[config.mk]
export PLATFORM = sky130hd
export DESIGN_NAME = spi_slave
export DESIGN_NICKNAME = d
export VERILOG_FILES = /design/src/rtl/spi_slave.sv
export SDC_FILE = /design/constraint.sdc
export NUM_CORES = 1
export LEC_CHECK = 0
export CORE_ASPECT_RATIO = 0.8
export CORE_UTILIZATION = 50
export CTS_CLUSTER_SIZE = 12
export DETAILED_ROUTE_END_ITERATION = 8
export GPL_ROUTABILITY_DRIVEN = 0
export HOLD_SLACK_MARGIN = 0.02
export MAX_ROUTING_LAYER = met4
export PLACE_DENSITY = 0.86
export SETUP_SLACK_MARGIN = 0.5
export SYNTH_ARGS = -nofsm -noshare
export SYNTH_HDL_FRONTEND = slang
export SYNTH_SLANG_ARGS = --single-unit
[constraint.sdc]
create_clock -name sysclk -period 3.1 [get_ports sysclk]
set_input_delay 0.62 -clock sysclk [delete_from_list [all_inputs] [get_ports sysclk]]
set_output_delay 0.62 -clock sysclk [all_outputs]
set_load 0.05 [all_outputs]
[src/rtl/spi_slave.sv]
// SPI mode-0 slave running entirely in the sysclk domain.
// sck, cs_n and mosi are oversampled through synchronizers, and all edges are detected from those samples.
module spi_slave #(
  parameter int SYNC_STAGES = 2
) (
  input  logic        sysclk,
  input  logic        rst_n,
  input  logic        sck,
  input  logic        cs_n,
  input  logic        mosi,
  output logic        miso,
  output logic        miso_oe,
  input  logic [7:0]  data_in,
  output logic        load_ack,
  output logic [7:0]  data_out,
  output logic        new_data,
  output logic        busy,
  output logic [15:0] byte_count
);

  typedef enum logic {IDLE, ACTIVE} state_t;

  state_t state_q, state_d;

  logic [SYNC_STAGES-1:0] sck_sync, cs_sync, mosi_sync;
  logic sck_d, cs_d;
  logic sck_s, cs_s, mosi_s;
  logic sck_rise, sck_fall, cs_fall, cs_rise;

  logic       start, shift, advance, abort;
  logic [6:0] rx_sr;
  logic [7:0] tx_sr;
  logic [2:0] bit_cnt;

  // The synchronizers reset to bus-idle levels, so reset release cannot fake an edge.
  always_ff @(posedge sysclk or negedge rst_n) begin
    if (!rst_n) begin
      sck_sync  <= '0;
      cs_sync   <= '1;
      mosi_sync <= '0;
      sck_d     <= 1'b0;
      cs_d      <= 1'b1;
    end else begin
      // NOTE: non-blocking assignments make each flop take the old value of the previous flop, which forms a real chain.
      sck_sync  <= {sck_sync[SYNC_STAGES-2:0], sck};
      cs_sync   <= {cs_sync[SYNC_STAGES-2:0], cs_n};
      mosi_sync <= {mosi_sync[SYNC_STAGES-2:0], mosi};
      sck_d     <= sck_sync[SYNC_STAGES-1];
      cs_d      <= cs_sync[SYNC_STAGES-1];
    end
  end

  assign sck_s    = sck_sync[SYNC_STAGES-1];
  assign cs_s     = cs_sync[SYNC_STAGES-1];
  assign mosi_s   = mosi_sync[SYNC_STAGES-1];
  assign sck_rise = sck_s & ~sck_d;
  assign sck_fall = ~sck_s & sck_d;
  assign cs_fall  = ~cs_s & cs_d;
  assign cs_rise  = cs_s & ~cs_d;

  always_ff @(posedge sysclk or negedge rst_n) begin
    if (!rst_n) state_q <= IDLE;
    else        state_q <= state_d;
  end

  // A deselect takes priority over any sck edge seen in the same cycle.
  always_comb begin
    // NOTE: every output gets a default here first, so no path can leave one unassigned and infer a latch.
    state_d = state_q;
    start   = 1'b0;
    shift   = 1'b0;
    advance = 1'b0;
    abort   = 1'b0;
    unique case (state_q)
      IDLE: begin
        if (cs_fall) begin
          state_d = ACTIVE;
          start   = 1'b1;
        end
      end
      ACTIVE: begin
        if (cs_rise) begin
          state_d = IDLE;
          abort   = 1'b1;
        end else if (sck_rise) begin
          shift = 1'b1;
        end else if (sck_fall) begin
          advance = 1'b1;
        end
      end
      default: state_d = IDLE;
    endcase
  end

  always_ff @(posedge sysclk or negedge rst_n) begin
    if (!rst_n) begin
      miso       <= 1'b0;
      miso_oe    <= 1'b0;
      load_ack   <= 1'b0;
      data_out   <= 8'h00;
      new_data   <= 1'b0;
      busy       <= 1'b0;
      byte_count <= 16'h0000;
      rx_sr      <= 7'h00;
      tx_sr      <= 8'h00;
      bit_cnt    <= 3'd0;
    end else begin
      load_ack <= 1'b0;
      new_data <= 1'b0;
      busy     <= (state_d == ACTIVE);
      if (start) begin
        tx_sr      <= data_in;
        load_ack   <= 1'b1;
        bit_cnt    <= 3'd0;
        byte_count <= 16'h0000;
        miso       <= data_in[7];
        miso_oe    <= 1'b1;
      end
      if (abort) begin
        bit_cnt <= 3'd0;
        miso    <= 1'b0;
        miso_oe <= 1'b0;
      end
      if (shift) begin
        rx_sr   <= {rx_sr[5:0], mosi_s};
        bit_cnt <= bit_cnt + 3'd1;
        if (bit_cnt == 3'd7) begin
          data_out <= {rx_sr, mosi_s};
          new_data <= 1'b1;
          if (byte_count != 16'hFFFF) byte_count <= byte_count + 16'd1;
          tx_sr    <= data_in;
          load_ack <= 1'b1;
        end
      end
      // bit_cnt == 0 on a fall means the tx register was just reloaded, so its MSB goes out unshifted.
      if (advance) begin
        if (bit_cnt == 3'd0) begin
          miso <= tx_sr[7];
        end else begin
          miso  <= tx_sr[6];
          tx_sr <= {tx_sr[6:0], 1'b0};
        end
      end
    end
  end

endmodule

==> results_dict.tcl <==
set metrics [dict create \
    status "finished clean" \
    cpPeakStageDelay_ns 0.89 \
    cts_tree "built" \
    min_path_type "input pin to async pin" \
    gr-usage-met2_pct 32.5 \
    pwr-share-seq_pct 58.2 \
    p_int_uw 1090 \
    rr_endpoint "byte_count[15]" \
    swShare_pct 28.2 \
    use_met3_pct 6.48 \
    critPathKind "flip-flop to output pin" \
    drv_cap 0 \
    dieArea_um2 5470 \
    vias 1987 \
    ioPinCount 42 \
    grt_pass1_vias 1855 \
    drc_errors 0 \
    groute.usage.overall_pct 22.0 \
    rsz0062_at_grt "no" \
    pwr-share-comb_pct 14.7 \
    clock_sinks 55 \
    yosysWarnings 0 \
    crit_path_end_kind "output pin" \
    n_antenna_cell 0 \
    dp_hpwl_um 3590 \
    netlist_area_um2 2590 \
    clockBufferDepth 2 \
    vias_per_cell 5.79 \
    ys_ff_latch 55 \
    synth_ff_type "dfrtp_1" \
    slew_headroom_pct 65.8 \
    fp.dieW_um 82.4 \
    placementRows 23 \
    syn_nets 256 \
    postCtsSetupBuffers 0 \
    drv_slew 0 \
    wl_um 5210 \
    grt_start_max_net_pins 38 \
    cp_top_family "buffers and inverters" \
    synth_edf_count 0 \
    path_buf_inv 1 \
    grt_pass1_wl_um 8670 \
    wl_per_cell_um 15.2 \
    final_hold_viol_count 0 \
    path_depth 1 \
    p_sw_uw 428 \
    grt_busiest_layer "met2" \
    crit_chain "clkdlybuf4s50_1" \
    start_kind "flip-flop" \
    clk_pin_slew_worst_paths_ns 0.11 \
    setup_viol 0 \
    first_iter_violations 172 \
    skew_ns 0.0144 \
    cp_data_required_time_ns 2.48 \
    synthArstFlopShare_pct 100 \
    r2r-start "bit_cnt[0]" \
    antenna_found_initial 0 \
    fmax_mhz 410 \
    drt.antenna.violating_nets 0 \
    netlist_instances 239 \
    r2r_slack_ns 0.90 \
    ctsHoldBuffers 0 \
    slowest_stage "clkdlybuf4s50_1" \
    cts_root_buf "clkbuf_8" \
    p_clk_share_pct 27.1 \
    worst_pin_slew_ns 0.511 \
    yosysUniqueCellTypes 52 \
    final.period_utilization_pct 78.6 \
    htreeDepth 2 \
    max-vdd-ir-drop_mv 0.266 \
    post_cts_resized 0 \
    overflow 0 \
    clk_latency_ns 0.32 \
    p_leak_uw 0.00146 \
    start_util_pct 51.9 \
    core-area_um2 4980 \
    fin_crit_ns 2.44 \
    drt_first_pass_iters 4 \
    numCtsBuffers 5 \
    power.density_nw_per_um2 487 \
    crit_fanout 13 \
    port_buffers 41 \
    power_uw 1520 \
    area_growth_pct 20.7 \
    tns_ns 0 \
    holdWs_ns 0.214 \
    avgSynthCellArea_um2 10.8 \
    nets 297 \
    drive_gt1_share_pct 12.1 \
    die_h_um 66.3 \
    use_met1_pct 29.6 \
    ys_seq_area_share_pct 53.4 \
    endpoint "busy" \
    critPathArrivalTime_ns 1.82 \
    critPathLaunch "busy" \
    reg2regPathDepth 7 \
]
==> how the worst min path moves through the flow <==
stage / startpoint / endpoint / cells after the start
final: rst_n / byte_count[10] / 1
after global routing: rst_n / byte_count[8] / 1
after CTS: rst_n / byte_count[8] / 1
after detailed placement: mosi_sync[0] / mosi_sync[1] / 0
after global placement: sck_sync[0] / sck_sync[1] / 0
after floorplan: rst_n / bit_cnt[0] / 0
==> cells in the final DEF, fill, tap and decap left out, types with 2 or more instances in the layout <==
cell type	n
dfstp_2	3
nor2_1	11
mux2i_1	11
and4_1	3
ha_1	4
o2111a_1	4
buf_4	4
nand4_1	4
a21oi_1	9
o21ai_0	5
dfrtp_1	52
and3_1	5
nor3_1	6
nand3_1	8
clkdlybuf4s50_1	40
mux2_2	8
o211ai_1	5
clkinvlp_4	2
or3_1	2
clkbuf_8	5
nor2b_1	4
a31oi_1	3
o2111ai_1	3
a22o_1	2
inv_1	12
nand2_1	35
a211o_1	4
==> area by class of cell <==
class	instances	area, µm²
timing repair buffer	45	435
fill	419	1860
tap	62	77.6
sequential	55	1380
clock buffer	5	68.8
inverter	13	48.8
multi-input combinational	160	1090
clock inverter	3	23.8
==> synth_stat cells, types with 2 or more instances <==
library cell / instances / area [µm²]
ha_1: 4 / 50.1
nor2_1: 11 / 41.3
nor2b_1: 4 / 25.0
o2111ai_1: 3 / 26.3
dfstp_2: 3 / 78.8
o211ai_1: 5 / 37.5
and4_1: 3 / 26.3
dfrtp_1: 52 / 1300
and3_1: 5 / 31.3
nor3_1: 6 / 30.0
mux2_2: 8 / 90.1
buf_2: 2 / 10.0
nand3_1: 8 / 40.0
a31oi_1: 3 / 18.8
mux2i_1: 11 / 110
nand4_1: 4 / 25.0
or3_1: 2 / 12.5
buf_6: 2 / 22.5
inv_1: 12 / 45.0
o2111a_1: 4 / 45.0
nand2_1: 35 / 131
buf_4: 3 / 22.5
a22o_1: 2 / 17.5
a21oi_1: 9 / 45.0
a211o_1: 4 / 35.0
o21ai_0: 5 / 25.0
clkbuf_1: 4 / 15.0
==> routing by layer <==
layer | share of wire, % | vias up
li1 | - | 938
met1 | 47 | 982
met2 | 46 | 61
met3 | 5.7 | 6
met4 | 1.1 | 0
met5 | 0 | -
==> cells by family after synthesis <==
| group | Yosys count | share of synthesized area, % |
|---|---|---|
| buffers and inverters | 24 | 4.60 |
| and+or+nand+nor | 90 | 18.8 |
| muxes | 19 | 7.74 |
| adders and majority gates | 4 | 1.94 |
| DFF | 55 | 53.4 |
| xor gates and xnor gates | 2 | 0.677 |
| AOI/OAI and AO/OA | 45 | 12.9 |
==> registers in the layout (all words and copies together) (netlist names) <==
signal and flops:
miso_oe 1, load_ack 1, sck_d 1, miso 1, cs_d 1, rx_sr 7, cs_sync 2, tx_sr 8
new_data 1, busy 1, mosi_sync 2, data_out 8, bit_cnt 3, byte_count 16, sck_sync 2
==> metrics by stage <==
| step | worst slack (ns) | cells | instance area (µm²) | utilization, % |
|---|---|---|---|---|
| after floorplan | 1.03 | 239 | 2590 | - |
| after global placement | 0.973 | 335 | 3030 | 60.8 |
| after detailed placement | 0.890 | 335 | 3030 | 60.8 |
| after CTS | 0.637 | 343 | 3120 | 62.7 |
| after global routing | 0.559 | 343 | 3120 | 62.7 |
| final | 0.663 | 343 | 3120 | 62.7 |
==> power by group through the flow <==
stage	combinational (µW)	clock (µW)	sequential [µW]
3_5_place_dp	227	0	898
4_1_cts	227	424	885
5_1_grt	247	449	897
3_3_place_gp	216	0	893
6_report	223	411	885
2_1_floorplan	132	0	905
(Power assumes the default switching activity.)
